### src/rtl/eth_pkg.sv
// Shared command codes, FSM encoding and sizing constants for the Ethernet
// command path (used by the wrapper and by eth_cmd_exec).
package eth_pkg;

    localparam logic [2:0] CMD_NONE       = 3'd0;
    localparam logic [2:0] CMD_READ_SDRAM = 3'd1;
    localparam logic [2:0] CMD_READ_REG   = 3'd2;
    localparam logic [2:0] CMD_WRITE_REG  = 3'd3;

    localparam int          ERR_BIT  = 31;
    localparam logic [31:0] MAXWORDS = 32'd360;          // data words per reply packet
    localparam logic [31:0] REG_AMAX = 32'h0000_0FFF;
    localparam logic [32:0] SD_WORDS = 33'h0_0400_0000;  // 33 bits so addr+len wrap is caught
    localparam logic [7:0]  REG_TMO  = 8'd255;

    typedef enum logic [2:0] {
        ST_IDLE,
        ST_REG,
        ST_HDR,
        ST_SDREQ,
        ST_SDDATA
    } state_e;

    // Length of the next reply packet given the words still to send.
    function automatic logic [15:0] pkt_len(input logic [31:0] rem);
        return (rem > MAXWORDS) ? MAXWORDS[15:0] : rem[15:0];
    endfunction

endpackage

### src/rtl/eth_reply_hdr.sv
// Three-word reply header sequencer with a valid/ready handshake.
module eth_reply_hdr (
    input  logic        clk_i,
    input  logic        rst_n_i,
    input  logic        en_i,
    input  logic        last_i,
    input  logic [31:0] w0_i,
    input  logic [31:0] w1_i,
    input  logic [31:0] w2_i,
    input  logic        txready_i,
    output logic [31:0] txd_o,
    output logic        txvld_o,
    output logic        txend_o,
    output logic        done_o
);
    logic [1:0] idx_q, idx_d;

    // Word index register; restarts at word 0 whenever the sequencer is idle.
    always_ff @(posedge clk_i) begin
        if (!rst_n_i) idx_q <= 2'd0;
        else          idx_q <= idx_d;
    end

    // Advance on each accepted word and present the selected header word.
    always_comb begin
        idx_d = idx_q;
        if (!en_i)          idx_d = 2'd0;
        else if (txready_i) idx_d = (idx_q == 2'd2) ? 2'd0 : idx_q + 2'd1;

        case (idx_q)
            2'd0:    txd_o = w0_i;
            2'd1:    txd_o = w1_i;
            2'd2:    txd_o = w2_i;
            default: txd_o = 32'd0;
        endcase
        if (!en_i) txd_o = 32'd0;
        txvld_o = en_i;
        txend_o = en_i && last_i && (idx_q == 2'd2);
        done_o  = en_i && txready_i && (idx_q == 2'd2);
    end

endmodule

### src/rtl/eth_cmd_exec.sv
// Executes register read/write and SDRAM read commands from the Ethernet
// wrapper and streams the reply packets back. Long SDRAM reads are split
// into packets of at most MAXWORDS data words, each with its own header.
module eth_cmd_exec
    import eth_pkg::*;
(
    input  logic        clk125_i,
    input  logic        reset_n_i,
    input  logic [2:0]  cmd_i,
    input  logic [31:0] address_i,
    input  logic [31:0] value_i,
    output logic        ready4cmd_o,
    output logic [31:0] txd_o,
    output logic        txvld_o,
    output logic        txend_o,
    input  logic        txready_i,
    output logic [31:0] reg_addr_o,
    output logic [31:0] reg_wdata_o,
    output logic        reg_wr_o,
    output logic        reg_rd_o,
    input  logic [31:0] reg_rdata_i,
    input  logic        reg_ack_i,
    output logic        sd_req_o,
    input  logic        sd_gnt_i,
    output logic [31:0] sd_addr_o,
    output logic [15:0] sd_len_o,
    input  logic [31:0] sd_data_i,
    input  logic        sd_vld_i,
    output logic        sd_rdy_o
);
    state_e      state_q, state_d;
    logic [2:0]  c_cmd_q, c_cmd_d;
    logic [31:0] c_adr_q, c_adr_d;   // current packet address
    logic [31:0] c_val_q, c_val_d;   // reg value, or SDRAM words still to send
    logic        err_q, err_d;
    logic        strb_q, strb_d;     // first REG cycle carries the bus strobe
    logic [7:0]  tmo_q, tmo_d;
    logic [15:0] cnt_q, cnt_d;       // data words accepted in current burst

    logic [15:0] plen;
    logic        is_sd, hdr_last, hdr_done, hdr_txvld, hdr_txend, acc_err;
    logic [31:0] hdr_w0, hdr_w2, hdr_txd;
    logic [32:0] acc_end;

    assign plen        = pkt_len(c_val_q);
    assign is_sd       = (c_cmd_q == CMD_READ_SDRAM);
    assign hdr_w2      = is_sd ? {16'd0, plen} : c_val_q;
    assign hdr_last    = !is_sd || err_q;
    assign reg_addr_o  = c_adr_q;
    assign reg_wdata_o = c_val_q;

    // Header word 0: error flag over the command code.
    always_comb begin
        hdr_w0          = 32'(c_cmd_q);
        hdr_w0[ERR_BIT] = err_q;
    end

    // Command validation on the incoming request.
    always_comb begin
        acc_end = {1'b0, address_i} + {1'b0, value_i};
        acc_err = 1'b0;
        case (cmd_i)
            CMD_NONE:                    acc_err = 1'b0;
            CMD_READ_SDRAM:              acc_err = (value_i == 32'd0) || (acc_end > SD_WORDS);
            CMD_READ_REG, CMD_WRITE_REG: acc_err = (address_i > REG_AMAX);
            default:                     acc_err = 1'b1;
        endcase
    end

    eth_reply_hdr u_hdr (
        .clk_i     (clk125_i),
        .rst_n_i   (reset_n_i),
        .en_i      (state_q == ST_HDR),
        .last_i    (hdr_last),
        .w0_i      (hdr_w0),
        .w1_i      (c_adr_q),
        .w2_i      (hdr_w2),
        .txready_i (txready_i),
        .txd_o     (hdr_txd),
        .txvld_o   (hdr_txvld),
        .txend_o   (hdr_txend),
        .done_o    (hdr_done)
    );

    // State and command context registers.
    always_ff @(posedge clk125_i) begin
        if (!reset_n_i) begin
            state_q <= ST_IDLE;
            c_cmd_q <= 3'd0;
            c_adr_q <= 32'd0;
            c_val_q <= 32'd0;
            err_q   <= 1'b0;
            strb_q  <= 1'b0;
            tmo_q   <= 8'd0;
            cnt_q   <= 16'd0;
        end else begin
            state_q <= state_d;
            c_cmd_q <= c_cmd_d;
            c_adr_q <= c_adr_d;
            c_val_q <= c_val_d;
            err_q   <= err_d;
            strb_q  <= strb_d;
            tmo_q   <= tmo_d;
            cnt_q   <= cnt_d;
        end
    end

    // Next-state logic and output muxing per state.
    always_comb begin
        state_d     = state_q;
        c_cmd_d     = c_cmd_q;
        c_adr_d     = c_adr_q;
        c_val_d     = c_val_q;
        err_d       = err_q;
        strb_d      = 1'b0;
        tmo_d       = tmo_q;
        cnt_d       = cnt_q;
        ready4cmd_o = 1'b0;
        txd_o       = 32'd0;
        txvld_o     = 1'b0;
        txend_o     = 1'b0;
        reg_wr_o    = 1'b0;
        reg_rd_o    = 1'b0;
        sd_req_o    = 1'b0;
        sd_addr_o   = 32'd0;
        sd_len_o    = 16'd0;
        sd_rdy_o    = 1'b0;

        case (state_q)
            ST_IDLE: begin
                ready4cmd_o = 1'b1;
                if (cmd_i != CMD_NONE) begin
                    c_cmd_d = cmd_i;
                    c_adr_d = address_i;
                    c_val_d = value_i;
                    err_d   = acc_err;
                    tmo_d   = 8'd0;
                    cnt_d   = 16'd0;
                    if (!acc_err && (cmd_i == CMD_READ_REG || cmd_i == CMD_WRITE_REG)) begin
                        state_d = ST_REG;
                        strb_d  = 1'b1;
                    end else begin
                        state_d = ST_HDR;
                    end
                end
            end
            ST_REG: begin
                reg_rd_o = strb_q && (c_cmd_q == CMD_READ_REG);
                reg_wr_o = strb_q && (c_cmd_q == CMD_WRITE_REG);
                tmo_d    = tmo_q + 8'd1;
                // An ack on the expiring cycle still wins over the timeout.
                if (reg_ack_i) begin
                    if (c_cmd_q == CMD_READ_REG) c_val_d = reg_rdata_i;
                    state_d = ST_HDR;
                end else if (tmo_q == REG_TMO) begin
                    err_d   = 1'b1;
                    state_d = ST_HDR;
                end
            end
            ST_HDR: begin
                txd_o   = hdr_txd;
                txvld_o = hdr_txvld;
                txend_o = hdr_txend;
                if (hdr_done) state_d = hdr_last ? ST_IDLE : ST_SDREQ;
            end
            ST_SDREQ: begin
                sd_req_o  = 1'b1;
                sd_addr_o = c_adr_q;
                sd_len_o  = plen;
                if (sd_gnt_i) state_d = ST_SDDATA;
            end
            ST_SDDATA: begin
                txd_o    = sd_data_i;
                txvld_o  = sd_vld_i;
                sd_rdy_o = txready_i;
                txend_o  = sd_vld_i && (cnt_q == plen - 16'd1);
                if (sd_vld_i && txready_i) begin
                    if (cnt_q == plen - 16'd1) begin
                        cnt_d   = 16'd0;
                        c_val_d = c_val_q - {16'd0, plen};
                        c_adr_d = c_adr_q + {16'd0, plen};
                        state_d = (c_val_q == {16'd0, plen}) ? ST_IDLE : ST_HDR;
                    end else begin
                        cnt_d = cnt_q + 16'd1;
                    end
                end
            end
            default: state_d = ST_IDLE;
        endcase
    end

endmodule
### config.mk
export PLATFORM = sky130hd
export DESIGN_NAME = eth_cmd_exec
export DESIGN_NICKNAME = d
export VERILOG_FILES = /design/src/rtl/eth_pkg.sv /design/src/rtl/eth_reply_hdr.sv /design/src/rtl/eth_cmd_exec.sv
export SDC_FILE = /design/constraint.sdc
export NUM_CORES = 1
export LEC_CHECK = 0
export BUFFER_PORTS_ARGS = -buffer_cell sky130_fd_sc_hd__buf_2
export CAP_MARGIN = 20
export CORE_MARGIN = 5
export CORE_UTILIZATION = 50
export CTS_CLUSTER_SIZE = 8
export DETAILED_ROUTE_END_ITERATION = 6
export HOLD_SLACK_MARGIN = 0.15
export PLACE_DENSITY = 0.77
export SLEW_MARGIN = 20
export SYNTH_ARGS = -nofsm -noshare
export SYNTH_HDL_FRONTEND = slang
export SYNTH_SLANG_ARGS = --single-unit
### constraint.sdc
create_clock -name clk125_i -period 8.1 [get_ports clk125_i]
set_clock_uncertainty 0.2 [all_clocks]
set_input_delay 0.405 -clock clk125_i [delete_from_list [all_inputs] [get_ports clk125_i]]
set_output_delay 0.405 -clock clk125_i [all_outputs]
set_load 0.01 [all_outputs]
==> impl_metrics.prom <==
# TYPE chip_impl_metric gauge
chip_impl_metric{name="period_minus_slack",unit="ns"} 6.34
chip_impl_metric{name="power-per-cell-area",unit="mW/mm2"} 206
chip_impl_metric{name="first_global_vias",unit=""} 11400
chip_impl_metric{name="final-setup-viol-count",unit=""} 0
chip_impl_info{name="worst_setup_path_startpoint",value="reg_wdata_o[15]"} 1
chip_impl_metric{name="post-route-period-util",unit="%"} 78.3
chip_impl_metric{name="max_cap_viols",unit=""} 0
chip_impl_info{name="worst_path_most_repeated_cell",value="sky130_fd_sc_hd__or4_1"} 1
chip_impl_metric{name="synth.yosys.warnings",unit=""} 0
chip_impl_metric{name="worst-endpoint-arrival",unit="ns"} 6.41
chip_impl_metric{name="globalplace.congestion",unit=""} 0.994
chip_impl_metric{name="synth-seq-area-share",unit="%"} 19.6
chip_impl_metric{name="grt_max_degree",unit=""} 85
chip_impl_metric{name="cts_sinks",unit=""} 98
chip_impl_metric{name="drt_pre_antenna_iters",unit=""} 7
chip_impl_info{name="critical_path_launch_point_type",value="flip-flop"} 1
chip_impl_metric{name="max_freq",unit="MHz"} 158
chip_impl_metric{name="fp.dieArea",unit="mm2"} 0.0230
chip_impl_metric{name="syn-cell-area",unit="mm2"} 0.0100
chip_impl_info{name="critPathKind",value="reg2reg"} 1
chip_impl_info{name="outcome",value="finished, violations left"} 1
chip_impl_metric{name="wire_length_of_the_first_global_routing_pass",unit="mm"} 65.9
chip_impl_metric{name="power.share.switching",unit="%"} 48.6
chip_impl_metric{name="power_frac_comb",unit="%"} 49.9
chip_impl_metric{name="synth_cell_type_count",unit=""} 83
chip_impl_metric{name="antenna_cells_inserted",unit=""} 0
chip_impl_metric{name="drt_iter0_drc",unit=""} 1426
chip_impl_metric{name="floorplan.core_area",unit="mm2"} 0.0196
chip_impl_metric{name="globalRouteTotalUtil",unit="%"} 37.0
chip_impl_metric{name="synthesis.area_per_instance",unit="um2"} 7.01
chip_impl_metric{name="cts_buffer_depth",unit=""} 2
chip_impl_metric{name="postSynthRegisterBits",unit=""} 98
chip_impl_metric{name="insertion_delay",unit="ns"} 0.37
chip_impl_info{name="critPathCaptureType",value="flip-flop"} 1
chip_impl_metric{name="power_frac_seq",unit="%"} 31.6
chip_impl_metric{name="p_leak",unit="nW"} 5.27
chip_impl_metric{name="setup_total_negative_slack",unit="ns"} 0
chip_impl_metric{name="postPlaceCellArea",unit="mm2"} 0.0115
chip_impl_info{name="ys_dominant_reg_cell",value="sky130_fd_sc_hd__dfxtp_1"} 1
chip_impl_metric{name="cp.required",unit="ns"} 8.17
chip_impl_metric{name="r2r_setup_slack",unit="ns"} 1.76
chip_impl_metric{name="filler_cell_count",unit=""} 1889
chip_impl_metric{name="worstPathMaxFanout",unit=""} 25
chip_impl_metric{name="width_of_the_die",unit="um"} 152
chip_impl_metric{name="vdd_drop_max",unit="mV"} 0.129
chip_impl_metric{name="clock_power_share",unit="%"} 18.5
chip_impl_metric{name="timing.final.ws_setup",unit="ns"} 1.76
chip_impl_metric{name="slew_violations",unit=""} 0
chip_impl_metric{name="finalHoldViolations",unit=""} 0
chip_impl_metric{name="post-dp-hpwl",unit="mm"} 33.9
chip_impl_metric{name="numPortBuffers",unit=""} 280
chip_impl_metric{name="timing.max_slew.rel_slack",unit="%"} 23.3
chip_impl_metric{name="synth_edf_count",unit=""} 0
chip_impl_info{name="path_cells",value="or4_1, or4_1, a211oi_4, nand2_1, ha_1, nand2b_1, xor2_1, a22oi_1, a211oi_1, a21oi_1, nor4_4, a31o_1, buf_4, o21ai_0, a31o_2"} 1
chip_impl_info{name="grt_setup_unrepaired",value="false"} 1
chip_impl_metric{name="placement.setup.worst_slack",unit="ns"} 1.90
chip_impl_metric{name="initial_utilization",unit="%"} 51.2
chip_impl_info{name="hold_class",value="in2reg"} 1
chip_impl_metric{name="totalWireLength",unit="mm"} 44.2
chip_impl_metric{name="fin_area",unit="mm2"} 0.0118
chip_impl_info{name="clockRootBuffer",value="sky130_fd_sc_hd__clkbuf_16"} 1
chip_impl_metric{name="drtAntennaViolNets",unit=""} 0
chip_impl_metric{name="cts_inserted_buffers",unit=""} 9
chip_impl_metric{name="boundary_pin_count",unit=""} 288
chip_impl_metric{name="switching_power",unit="W"} 0.00118
chip_impl_metric{name="synth_async_sr_flop_share",unit="%"} 0
chip_impl_info{name="failed_checks",value="DRC"} 1
chip_impl_metric{name="ctsHtreeMaxLevel",unit=""} 3
chip_impl_metric{name="intPower",unit="W"} 0.00125
chip_impl_metric{name="die_h",unit="um"} 152
chip_impl_info{name="min-delay-start",value="address_i[9]"} 1
chip_impl_metric{name="globalRouteOverflowTotal",unit=""} 0
chip_impl_metric{name="syn_to_final_growth",unit="%"} 17.8
chip_impl_info{name="slowest_stage",value="sky130_fd_sc_hd__a31o_1"} 1
chip_impl_metric{name="vias",unit=""} 12700
chip_impl_info{name="cts_tree",value="built"} 1
chip_impl_metric{name="largest_incremental_delay_on_the_critical_path",unit="ns"} 0.77
chip_impl_metric{name="antenna_violations_before_repair",unit=""} 1
chip_impl_metric{name="drc",unit=""} 5
chip_impl_metric{name="postCtsResizedCells",unit=""} 0
chip_impl_metric{name="worst_slew_pin_slew",unit="ns"} 1.14
chip_impl_metric{name="wl_per_cell",unit="um"} 23.0
chip_impl_metric{name="clkTransAtPathRegs",unit="ns"} 0.07
chip_impl_metric{name="final_layout_size_suffix_gt1_share",unit="%"} 21.7
chip_impl_metric{name="postSynthCellCount",unit=""} 1430
chip_impl_info{name="timing.rr.start",value="reg_wdata_o[15]"} 1
chip_impl_metric{name="finish.net_count",unit=""} 1844
chip_impl_metric{name="vias_per_std_cell",unit=""} 6.60
chip_impl_metric{name="floorplan.rows",unit=""} 51
[final timing paths]
| check | endpoint | depth (start not counted) |
|---|---|---|
| worst max-delay path | reg_wdata_o[5] | 15 |
| worst min-delay path | reg_addr_o[9] | 3 |
| worst max register to register | reg_wdata_o[5] | 15 |
| worst min register to register | tmo_q[3] | 1 |
[metal layers]
| metal | up-vias | track usage, % | share of wire [%] |
|---|---|---|---|
| met1 | 5892 | 49.9 | 39 |
| met4 | 2 | 12.9 | 3.7 |
| met2 | 864 | 57.7 | 45 |
| li1 | 5802 | - | - |
| met3 | 136 | 8.89 | 13 |
| met5 | - | 0 | 0.020 |
[sequential cells by signal, indices dropped and copies added, names as in the netlist]
register     count
reg_addr_o      32
reg_wdata_o     32
c_cmd_q          3
err_q            1
cnt_q           16
state_q          3
strb_q           1
u_hdr.idx_q      2
tmo_q            8
[per-stage QoR]
| stage | total power [W] | cells | hold WS, ns | utilization, % |
|---|---|---|---|---|
| 3_3_place_gp | 0.00191 | 1903 | 0.273 | 58.5 |
| 5_1_grt | 0.00256 | 1923 | 0.169 | 60.3 |
| 2_1_floorplan | 0.00153 | 1443 | 0.250 | - |
| 6_report | 0.00243 | 1923 | 0.162 | 60.3 |
| 3_5_place_dp | 0.00193 | 1903 | 0.279 | 58.6 |
| 4_1_cts | 0.00238 | 1922 | 0.153 | 60.2 |
[power groups by stage]
stage | sequential (W) | clock (W) | combinational [W]
2_1_floorplan | 0.000708 | 0 | 0.000821
3_3_place_gp | 0.000762 | 0 | 0.00115
3_5_place_dp | 0.000769 | 0 | 0.00116
4_1_cts | 0.000759 | 0.000448 | 0.00118
5_1_grt | 0.000784 | 0.000474 | 0.00130
6_report | 0.000769 | 0.000450 | 0.00121
[cell families after synthesis]
group,Yosys count,share of synthesized area [%]
AND/OR/NAND/NOR,597,29.1
AO/OA/AOI/OAI,481,33.2
buffers and inverters,143,6.18
flip-flops,98,19.6
adder cells (fa/ha/maj),54,6.89
XOR/XNOR,47,4.11
multiplexers,8,0.848
other,2,0.0749
[what timing repair did]
item	in CTS	in global routing
hold buffers	3	0
endpoints found under the hold margin	3	0
buffers inserted	0	0
[area by class of cell]
type	instances	area, um2	area share, %
Multi-Input combinational cell	1202	7510	63.6
Sequential cell	98	1960	16.6
Timing Repair Buffer	296	1540	13.0
Tap cell	265	332	2.81
Clock buffer	11	233	1.97
Inverter	46	173	1.46
Clock inverter	5	63.8	0.540
[cell usage after synthesis, drive strengths merged, types with 4 or more instances]
cell / n / area (um2)
a22oi: 31 / 233
o41ai: 4 / 35.0
and3: 28 / 175
nor3: 46 / 230
nor2: 153 / 574
and2: 40 / 250
o31ai: 10 / 75.1
a2111oi: 6 / 53.8
nor2b: 15 / 93.8
nand2b: 14 / 87.6
nand4: 25 / 156
a221oi: 11 / 96.3
nor3b: 5 / 37.5
or4: 5 / 37.5
or3: 18 / 113
o311a: 4 / 40.0
a211o: 4 / 35.0
a211oi: 32 / 288
a22o: 6 / 52.6
a222oi: 19 / 190
a31o: 16 / 140
nand2: 144 / 543
mux2i: 4 / 40.0
a311oi: 9 / 97.6
xnor2: 22 / 193
a21oi: 107 / 536
o31a: 4 / 35.0
nand3: 53 / 265
o21a: 9 / 67.6
inv: 46 / 173
clkbuf: 64 / 240
ha: 52 / 651
xor2: 25 / 219
or2: 8 / 50.1
o21bai: 5 / 37.5
buf: 33 / 206
o211ai: 17 / 128
mux2: 4 / 45.0
o221a: 6 / 67.6
o21ai: 102 / 510
dfxtp: 98 / 1960
nor4: 33 / 221
a21o: 19 / 143
a31oi: 28 / 175
[worst max-delay path: cells and delay by family, from the launching register on]
kind	cells	cell delay, ns
simple gates	5	2.32
fa+ha+maj	1	0.28
flops	1	0.42
xor+xnor	1	0.24
buf+inv	1	0.43
compound gates	7	2.35
[placed cells by master, fill, tap and decap left out, types with 18 or more instances in the layout]
master	instances
sky130_fd_sc_hd__ha_1	52
sky130_fd_sc_hd__a222oi_1	19
sky130_fd_sc_hd__nand3_1	53
sky130_fd_sc_hd__nor3_1	44
sky130_fd_sc_hd__a31oi_1	28
sky130_fd_sc_hd__a22oi_1	31
sky130_fd_sc_hd__nand4_1	25
sky130_fd_sc_hd__nor4_1	32
sky130_fd_sc_hd__a21oi_1	106
sky130_fd_sc_hd__dfxtp_1	98
sky130_fd_sc_hd__buf_2	280
sky130_fd_sc_hd__and2_1	40
sky130_fd_sc_hd__a211oi_1	24
sky130_fd_sc_hd__inv_1	45
sky130_fd_sc_hd__o21ai_0	101
sky130_fd_sc_hd__nand2_1	143
sky130_fd_sc_hd__xnor2_1	22
sky130_fd_sc_hd__nor2_1	152
sky130_fd_sc_hd__and3_1	28
sky130_fd_sc_hd__xor2_1	25
sky130_fd_sc_hd__a21o_1	18
Note: power is estimated with default switching activity, not from simulation.
